$ cat src/rtl/analog_io_pkg.sv
// -----------------------------------------------------------------------------
// analog_io_pkg
// Shared constants for the analog_io controller slice:
//   BITS_DEFAULT     default analog value width (matches the port block)
//   DIR_IN / DIR_OUT direction encodings driven onto the port block
//   state_t / ST_*   controller FSM state encoding
// -----------------------------------------------------------------------------
package analog_io_pkg;

   localparam int BITS_DEFAULT = 16;

   localparam logic DIR_IN  = 1'b0;
   localparam logic DIR_OUT = 1'b1;

   // FSM state encoding kept as plain constants so legacy tools that choke on
   // enum ports can still consume this package.
   typedef logic [2:0] state_t;

   localparam state_t ST_IDLE   = 3'd0;
   localparam state_t ST_WRITE  = 3'd1;
   localparam state_t ST_SETTLE = 3'd2;
   localparam state_t ST_SAMPLE = 3'd3;
   localparam state_t ST_DONE   = 3'd4;

endpackage

$ cat src/rtl/analog_avg_acc.sv
// -----------------------------------------------------------------------------
// analog_avg_acc
// Accumulates 2^AVG_LOG2 samples and produces their truncated average.
// Ports:
//   clk, rst  clock and synchronous active-high reset
//   clear     force accumulator and sample counter back to zero
//   acc_en    add 'sample' this cycle
//   sample    current analog input value
//   done      this cycle's sample is the last one of the set
//   result    (accumulator + sample) >> AVG_LOG2, valid when done is high
// The accumulator and counter clear themselves after the last sample, so the
// next read always starts from zero.
// -----------------------------------------------------------------------------
module analog_avg_acc
   import analog_io_pkg::*;
#(
   parameter int BITS     = BITS_DEFAULT,
   parameter int AVG_LOG2 = 2
) (
   input  logic            clk,
   input  logic            rst,
   input  logic            clear,
   input  logic            acc_en,
   input  logic [BITS-1:0] sample,
   output logic            done,
   output logic [BITS-1:0] result
);

   // Accumulator is wide enough for 2^AVG_LOG2 full-scale samples, so it
   // never overflows. Counter gets one spare bit so AVG_LOG2=0 still works.
   localparam int ACC_W = BITS + AVG_LOG2;
   localparam int CNT_W = AVG_LOG2 + 1;
   localparam int NUM   = 1 << AVG_LOG2;

   logic [ACC_W-1:0] acc_q, acc_d;
   logic [ACC_W-1:0] sum;
   logic [CNT_W-1:0] cnt_q, cnt_d;

   // The result includes the sample presented on the last cycle, so the
   // average is available in the same cycle the final sample arrives.
   always_comb begin
      sum    = acc_q + ACC_W'(sample);
      done   = (cnt_q == CNT_W'(NUM - 1));
      result = sum[ACC_W-1:AVG_LOG2];
      acc_d  = acc_q;
      cnt_d  = cnt_q;
      if (clear) begin
         acc_d = '0;
         cnt_d = '0;
      end else if (acc_en) begin
         if (done) begin
            acc_d = '0;
            cnt_d = '0;
         end else begin
            acc_d = sum;
            cnt_d = cnt_q + CNT_W'(1);
         end
      end
   end

   always_ff @(posedge clk) begin
      if (rst) begin
         acc_q <= '0;
         cnt_q <= '0;
      end else begin
         acc_q <= acc_d;
         cnt_q <= cnt_d;
      end
   end

endmodule

$ cat src/rtl/analog_io_ctrl.sv
// -----------------------------------------------------------------------------
// analog_io_ctrl
// Converts CPU read/write requests into enable/direction/data sequencing for
// one analog_io port block. Writes latch a value in one cycle; reads wait
// SETTLE cycles and then average 2^AVG_LOG2 samples.
// Ports:
//   clk, rst                       clock, synchronous active-high reset
//   req_valid/req_write/req_data   CPU request (accepted only in IDLE)
//   req_ready                      high only in IDLE
//   rsp_valid/rsp_ready/rsp_data   response: read average or write echo
//   io_en/io_dir/io_wdata          drive to the port block
//   io_rdata                       sampled value from the port block
// Build option:
//   ANALOG_IO_CTRL_CLAMP_EN  clamp write values to [OUT_MIN, OUT_MAX]
//                            (unsigned); otherwise write data passes through.
// -----------------------------------------------------------------------------
module analog_io_ctrl
   import analog_io_pkg::*;
#(
   parameter int              BITS     = BITS_DEFAULT,
   parameter int              AVG_LOG2 = 2,
   parameter int              SETTLE   = 4,
   parameter logic [BITS-1:0] OUT_MIN  = '0,
   parameter logic [BITS-1:0] OUT_MAX  = 16'hFFFF
) (
   input  logic            clk,
   input  logic            rst,
   input  logic            req_valid,
   input  logic            req_write,
   input  logic [BITS-1:0] req_data,
   output logic            req_ready,
   output logic            rsp_valid,
   input  logic            rsp_ready,
   output logic [BITS-1:0] rsp_data,
   output logic            io_en,
   output logic            io_dir,
   output logic [BITS-1:0] io_wdata,
   input  logic [BITS-1:0] io_rdata
);

   // Settle counter runs 0..SETTLE-1; at least one bit so SETTLE of 0 or 1
   // still elaborates.
   localparam int SET_W = (SETTLE > 1) ? $clog2(SETTLE) : 1;

   state_t            state_q, state_d;
   logic [SET_W-1:0]  settle_cnt_q, settle_cnt_d;
   logic              io_en_q, io_en_d;
   logic              io_dir_q, io_dir_d;
   logic [BITS-1:0]   io_wdata_q, io_wdata_d;
   logic              rsp_valid_q, rsp_valid_d;
   logic [BITS-1:0]   rsp_data_q, rsp_data_d;

   logic              acc_clear;
   logic              acc_en;
   logic              acc_done;
   logic [BITS-1:0]   acc_result;
   logic [BITS-1:0]   wr_val;

`ifdef ANALOG_IO_CTRL_CLAMP_EN
   // Unsigned clamp of the write value; both the port drive and the echo
   // carry the clamped value.
   always_comb begin
      if (req_data < OUT_MIN) begin
         wr_val = OUT_MIN;
      end else if (req_data > OUT_MAX) begin
         wr_val = OUT_MAX;
      end else begin
         wr_val = req_data;
      end
   end
`else
   // Pass-through build. The clamp bounds are folded into a sink so the
   // parameter list stays identical between builds.
   logic unused_clamp_bounds;
   assign unused_clamp_bounds = ^{OUT_MIN, OUT_MAX};
   assign wr_val = req_data;
`endif

   analog_avg_acc #(
      .BITS     (BITS),
      .AVG_LOG2 (AVG_LOG2)
   ) u_avg (
      .clk    (clk),
      .rst    (rst),
      .clear  (acc_clear),
      .acc_en (acc_en),
      .sample (io_rdata),
      .done   (acc_done),
      .result (acc_result)
   );

   // Main FSM. io_dir is deliberately left alone outside the accept cycle so
   // a written output keeps being driven until a read releases it.
   always_comb begin
      state_d      = state_q;
      settle_cnt_d = settle_cnt_q;
      io_en_d      = io_en_q;
      io_dir_d     = io_dir_q;
      io_wdata_d   = io_wdata_q;
      rsp_valid_d  = rsp_valid_q;
      rsp_data_d   = rsp_data_q;
      acc_clear    = 1'b0;
      acc_en       = 1'b0;

      case (state_q)
         ST_IDLE: begin
            acc_clear = 1'b1;
            if (req_valid) begin
               io_en_d = 1'b1;
               if (req_write) begin
                  io_dir_d   = DIR_OUT;
                  io_wdata_d = wr_val;
                  state_d    = ST_WRITE;
               end else begin
                  io_dir_d     = DIR_IN;
                  settle_cnt_d = '0;
                  state_d      = (SETTLE == 0) ? ST_SAMPLE : ST_SETTLE;
               end
            end
         end

         ST_WRITE: begin
            io_en_d     = 1'b0;
            rsp_valid_d = 1'b1;
            rsp_data_d  = io_wdata_q;
            state_d     = ST_DONE;
         end

         ST_SETTLE: begin
            if (settle_cnt_q == SET_W'(SETTLE - 1)) begin
               settle_cnt_d = '0;
               state_d      = ST_SAMPLE;
            end else begin
               settle_cnt_d = settle_cnt_q + SET_W'(1);
            end
         end

         ST_SAMPLE: begin
            acc_en = 1'b1;
            if (acc_done) begin
               io_en_d     = 1'b0;
               rsp_valid_d = 1'b1;
               rsp_data_d  = acc_result;
               state_d     = ST_DONE;
            end
         end

         ST_DONE: begin
            if (rsp_ready) begin
               rsp_valid_d = 1'b0;
               state_d     = ST_IDLE;
            end
         end

         default: begin
            state_d = ST_IDLE;
         end
      endcase
   end

   // Reset drops any in-flight transaction and releases the port.
   always_ff @(posedge clk) begin
      if (rst) begin
         state_q      <= ST_IDLE;
         settle_cnt_q <= '0;
         io_en_q      <= 1'b0;
         io_dir_q     <= DIR_IN;
         io_wdata_q   <= '0;
         rsp_valid_q  <= 1'b0;
         rsp_data_q   <= '0;
      end else begin
         state_q      <= state_d;
         settle_cnt_q <= settle_cnt_d;
         io_en_q      <= io_en_d;
         io_dir_q     <= io_dir_d;
         io_wdata_q   <= io_wdata_d;
         rsp_valid_q  <= rsp_valid_d;
         rsp_data_q   <= rsp_data_d;
      end
   end

   assign req_ready = (state_q == ST_IDLE);
   assign rsp_valid = rsp_valid_q;
   assign rsp_data  = rsp_data_q;
   assign io_en     = io_en_q;
   assign io_dir    = io_dir_q;
   assign io_wdata  = io_wdata_q;

endmodule

$ cat config.mk
export PLATFORM = sky130hd
export DESIGN_NAME = analog_io_ctrl
export DESIGN_NICKNAME = d
export VERILOG_FILES = /design/src/rtl/analog_io_pkg.sv /design/src/rtl/analog_avg_acc.sv /design/src/rtl/analog_io_ctrl.sv
export SDC_FILE = /design/constraint.sdc
export NUM_CORES = 1
export LEC_CHECK = 0
export ABC_AREA = 1
export BUFFER_PORTS_ARGS = -buffer_cell sky130_fd_sc_hd__buf_4
export CAP_MARGIN = 20
export CORE_ASPECT_RATIO = 0.8
export CORE_MARGIN = 2
export CORE_UTILIZATION = 55
export DETAILED_ROUTE_END_ITERATION = 16
export MAX_ROUTING_LAYER = met4
export PLACE_DENSITY_LB_ADDON = 0.15
export SYNTH_ARGS = -nofsm -noshare
export SYNTH_HDL_FRONTEND = slang
export SYNTH_HIERARCHICAL = 1
export SYNTH_SLANG_ARGS = --single-unit
$ cat constraint.sdc
create_clock -name clk -period 2.83 [get_ports clk]
set_clock_uncertainty 0.15 [all_clocks]
set_input_delay 0.1415 -clock clk [delete_from_list [all_inputs] [get_ports clk]]
set_output_delay 0.1415 -clock clk [all_outputs]
set_load 0.03 [all_outputs]
Yosys cells after proc, flatten, opt, wreduce, memory -nomap -nowiden
Index checks and enable logic that the tools add are counted.
Word-level totals
  register bits after elaboration: 61
  bits of input ports: 37
  output and inout port bits: 36
  logic and storage cells: 59
Cells by class
  add/subtract/negate cells: 3
  equality and inequality tests: 11
  muxes and demuxes: 23
  reduce and logical (&&, ||, !) cells: 13
Operators by type and width (number)
  16-bit one-hot mux with 2 select lines: 1
  18-bit by 16-bit adder with 18-bit output: 1
  18-bit 2-to-1 mux: 1
  16-bit 2-to-1 mux: 1
  3-bit 2-to-1 mux: 5
  3-bit one-hot mux with 5 select lines: 1
  3-bit AND reduction: 4
  2-bit inequality test, second input constant: 5
  3-bit by 2-bit == test with 1-bit output, second input constant: 3
  2-bit 2-to-1 mux: 4
  1-bit 2-to-1 mux: 7
  1-bit one-hot mux with 3 select lines: 2
  3-bit nonzero test: 2
  2-bit one-hot mux with 2 select lines: 1
  2-bit AND reduction: 2
  4-bit AND reduction: 1
  2-bit nonzero test: 2
  3-bit by 1-bit adder with 3-bit output, second input constant: 1
  3-bit by 1-bit == test with 1-bit output, second input constant: 1
  3-bit == test, second input constant: 1
  3-bit logical NOT: 1
  2-bit by 1-bit adder with 2-bit output, second input constant: 1
  2-bit == test, second input constant: 1
  2-bit OR reduction: 1

Logic depth before layout (Yosys ltp)
  depth after elaboration: 3
  mapped depth: 16
  gate-level depth less buffers: 16

By module
The synthesis kept the hierarchy.
By module, submodules not included
  analog_io_ctrl: instances 1, cells an instance 265, area an instance 1816.7 um^2, seq. area each 800.8 um^2
  analog_avg_acc: instances 1, cells an instance 277, area an instance 1749.2 um^2, seq. area each 420.4 um^2

Least setup slack after synthesis
Ideal clock, no wire load.
  path kind: reg2reg
  start point: register u_avg.acc_q[0]
  end point: register rsp_data_q[10] (netlist: rsp_data[10])
  library setup time: 114 ps
  data arrival time: 1822 ps
  required time: 2566 ps
  path slack: 744 ps
  stages on the path, launching flop included: 17
  buffers on the path: 0
  clock period less this slack: 2086 ps
  cell sequence: dfxtp_1 ha_1 inv_1 fa_1 inv_1 nand3_1 nand2_2 nand2_1 nand2_1 nand2_1 nand2_1 nand2_1 and2_1 nand2_1 nand2_1 nor2_2 nor2_1
On the way
  word-level cells in the longest chain between the ends: 3
Ends and longest elaborated chain
  start: declaration: line analog_avg_acc.sv:35  | logic [ACC_W-1:0] acc_q, acc_d;
  start signal: assignment: line analog_avg_acc.sv:63  | acc_q <= '0;
  start signal: assignment: line analog_avg_acc.sv:66  | acc_q <= acc_d;
  18-bit by 16-bit adder with 18-bit output: line analog_avg_acc.sv:42  | sum = acc_q + ACC_W'(sample);
  named net acc_result[10]: line analog_io_ctrl.sv:56  | logic [BITS-1:0] acc_result;
  16-bit 2-to-1 mux: line analog_io_ctrl.sv:140  | if (acc_done) begin
  16-bit one-hot mux with 2 select lines: line analog_io_ctrl.sv:105  | case (state_q)
  end signal: assignment: line analog_io_ctrl.sv:178  | rsp_data_q <= rsp_data_d;
  end: declaration: line analog_io_ctrl.sv:51  | logic [BITS-1:0] rsp_data_q, rsp_data_d;
The timed path passes the listed nets, and every way through them passes these cells. The select of a mux whose other input is x is not followed.
A chain may end at the register's enable or synchronous reset.

Worst setup path after layout
Same ends and word-level chain as after synthesis.

==> results by group <==
Finish
  – Layout Nets: between 600 and 700
  – Layout cells sized above 1: about 18%
  – Antenna Cells: 0
  – Core Util, Final: between 70% and 80%
  – Filler Cells Inserted: 531
  – Area Growth Syn to Fin: 31.1%

Yosys
  – FF+latch count, synth: between 60 and 70
  – Register area share after synthesis: between 30% and 40%
  – Synthesized area: around 3600 µm²
  – Synth top area cells: dfxtp_1 34%, nand2_1 18%, a21oi_1 6.7%, nor2_1 6.4%, ha_1 6.3%
  – Commonest cells in the synthesized netlist: 169 x nand2_1, 61 x dfxtp_1, 61 x nor2_1
  – Syn_nets: roughly 600
  – Synth top area share: about 34%
  – Leading area contributor after synthesis: dfxtp_1
  – Syn. warnings: 6
  – Async S/R FF share, synth: 0%
  – EDFF count, synth: 0
  – Mapped Cells: ~540
  – Synth Flop Type: dfxtp_1
  – Synthesized area per cell: 6.58 µm²
  – Yosys cell types: 32
  – Most common cell in the netlist: nand2_1

Critical path
  – RR Endpoint: rsp_data[10]
  – CP Launch Type: register
  – R2R Path Start: u_avg/acc_q[0]
  – CP Data Arrival Time: ~2500 ps
  – CP Capture Type: register
  – Cell family with most CP delay: simple AND/OR/NAND/NOR gates
  – R2r setup slk: around 440 ps
  – Worst Path Required: 2910 ps
  – Worst r2r path cells: 16
  – Critical Setup Path Class: reg -> reg
  – Crit-path max FO: 3
  – Worst Setup SP: u_avg/acc_q[0]
  – Buffers and inverters on the worst path: 2
  – Critical path's slowest cell: fa_1
  – Most used cell, CP: nand2_1
  – Critical-path cell list: ha_1 > inv_1 > fa_1 > inv_1 > nand3_1 > nand2_2 > nand2_1 > nand2_1 > nand2_1 > nand2_1 > nand2_1 > and2_1 > nand2_1 > nand2_1 > nor2_2 > nor2_1
  – CP peak stage delay: about 390 ps

Timing
  – Crit share post-route: 84.4%
  – Actual slew at the worst max-slew pin: a little under 800 ps
  – Final setup violation count: 0
  – Final hold viol count: 0
  – Rel. slew slack: 47.2%
  – RSZ-0062 raised after global routing: false
  – Tmin final: between 2000 and 2500 ps
  – Final hold slack: approximately 33 ps
  – TNS Setup: 0 ps
  – Fin. max-slew vios: 0
  – Fmax: about 420 MHz

Detailed routing
  – Vias: between 3000 and 4000
  – First-pass detailed-route iteration total: 5
  – Post-route DRC: 0
  – Iteration-0 DRC count of the detailed router: between 300 and 400
  – Vias per inst: around 5.4
  – DR WL/cell: ~15 µm
  – Total Routed Length: between 10000 and 15000 µm
  – Routed Antenna Nets: 0

Min path
  – Hold path depth: 4
  – Hold Path Class: in -> reg
  – Min-delay src: io_rdata[0]
  – Hold EP: u_avg/acc_q[0]

Clocking
  – CTS clock-pin slew for the worst setup and hold paths: roughly 70 ps
  – TritonCTS clock tree: yes
  – Clock sinks: a little over 60
  – Setup Fix Bufs, Post-CTS: 0
  – H-tree lvl count: 3
  – CTS Buf Count: 9
  – Clk_lat worst skew: about 350 ps
  – Clock Tree Buf Depth: 2
  – Root cell of the clock tree: clkbuf_8

Job
  – Max cap viols: 0

Floorplanning
  – # IOs: 73
  – Initial Util: between 50% and 60%
  – Die area: between 7000 and 8000 µm²
  – Num rows: 26
  – Core ar.: approximately 6300 µm²
  – Die Ht: 76.0 µm
  – Die Width: approximately 94 µm

GRT
  – Initial antenna violation count: 0
  – First-pass GRT wire length: between 15000 and 20000 µm
  – Remaining Overflow, GRT: 0
  – Largest net degree at the start of global routing: 26
  – Vias in the first global route: approximately 3700
  – All-Layer GR Usage: between 30% and 40%

Place
  – # port buffers: between 70 and 80
  – Final Wtd Congestion: a little over 1
  – DP Wirelength: just over 7000 µm

Pwr
  – Sw frac: between 40% and 50%
  – Sw Pwr: 1.45 mW
  – Comb power frac: between 40% and 50%
  – Worst vdd ir: a little under 0.6 mV
  – Seq pwr share: approximately 32%
  – Pwr/cell area: 764 nW/µm²
  – Clk pwr share: about a quarter
  – Leakage: 2.29 nW
  – Int Pwr: around 2.1 mW

Outcome
  – Status: finished clean
routing by layer:
metal  wire (µm)  up-vias  global-route usage [%]
met3        1010       20                    8.01
met2        4770      182                    48.1
met1        4610     1803                    41.4
li1            -     1945                       -
met5           0        -                       -
met4         221        0                    8.70
stage by stage:
step | power [mW] | worst slack, ps | area (µm²) | instances
floorplan | 2.11 | 744 | 3570 | 542
global placement | 2.54 | 588 | 4150 | 684
detailed placement | 2.56 | 527 | 4150 | 684
CTS | 3.54 | 309 | 4670 | 728
global route | 3.77 | 199 | 4670 | 728
finish | 3.57 | 442 | 4670 | 728
flip-flops by register name, indices dropped and copies added, names as in the netlist:
signal / flops
u_avg/acc_q: 18
io_wdata: 16
rsp_data: 16
state_q: 3
u_avg/cnt_q: 3
settle_cnt_q: 2
io_dir: 1
io_en: 1
rsp_valid: 1
cell usage in the layout, fill, tap and decap left out, drive strengths merged, types with 3 or more instances in the layout:
cell type	instances
nand3	30
dfxtp	61
nand4	14
bufinv	3
and2	11
o21ai	28
nor2	71
nor3	4
ha	18
clkbuf	10
nand3b	5
inv	48
xor2	6
dlygate4sd3	28
a21oi	49
buf	76
nand2	172
power by group through the flow:
stage	Sequential [mW]	Combinational [mW]	Clock (mW)
6_report	1.15	1.48	0.944
2_1_floorplan	1.37	0.745	0
3_3_place_gp	1.15	1.38	0
4_1_cts	1.14	1.45	0.950
5_1_grt	1.17	1.62	0.991
3_5_place_dp	1.16	1.40	0
logic make-up after synthesis:
kind of cell	Yosys count	share of synthesized area [%]
compound gates	81	12.0
xor+xnor	7	1.72
fa+ha+maj	19	6.88
buf+inv	66	7.68
flops	61	34.2
simple gates	308	37.4
repair_timing:
action,4_1_cts,5_1_grt
hold buffers,28,0
endpoints found under the hold margin,19,0
gates resized for setup,0,1
endpoints found under the setup margin,0,1
worst min-delay path: stages:
cell and delay, ps:
buf_4 80, ha_1 120, nand2_1 50, a21oi_1 100
worst max path at each step:
stage | end | slack, ps | cells past startpoint
5_1_grt | rsp_data[10] | 200 | 16
4_1_cts | io_wdata[0] | 310 | 5
6_report | rsp_data[10] | 440 | 16
3_5_place_dp | rsp_data[10] | 530 | 16
2_1_floorplan | rsp_data[10] | 740 | 16
3_3_place_gp | rsp_data[10] | 590 | 16
area by class of cell:
type	count	area (µm²)	area share, %
Tap cell	84	105	2.25
Multi-Input combinational cell	415	2080	44.4
Timing Repair Buffer	104	851	18.2
Sequential cell	61	1220	26.1
Inverter	48	183	3.91
Clock inverter	6	111	2.38
Clock buffer	10	128	2.73
Power figures use the tool's default switching activity.
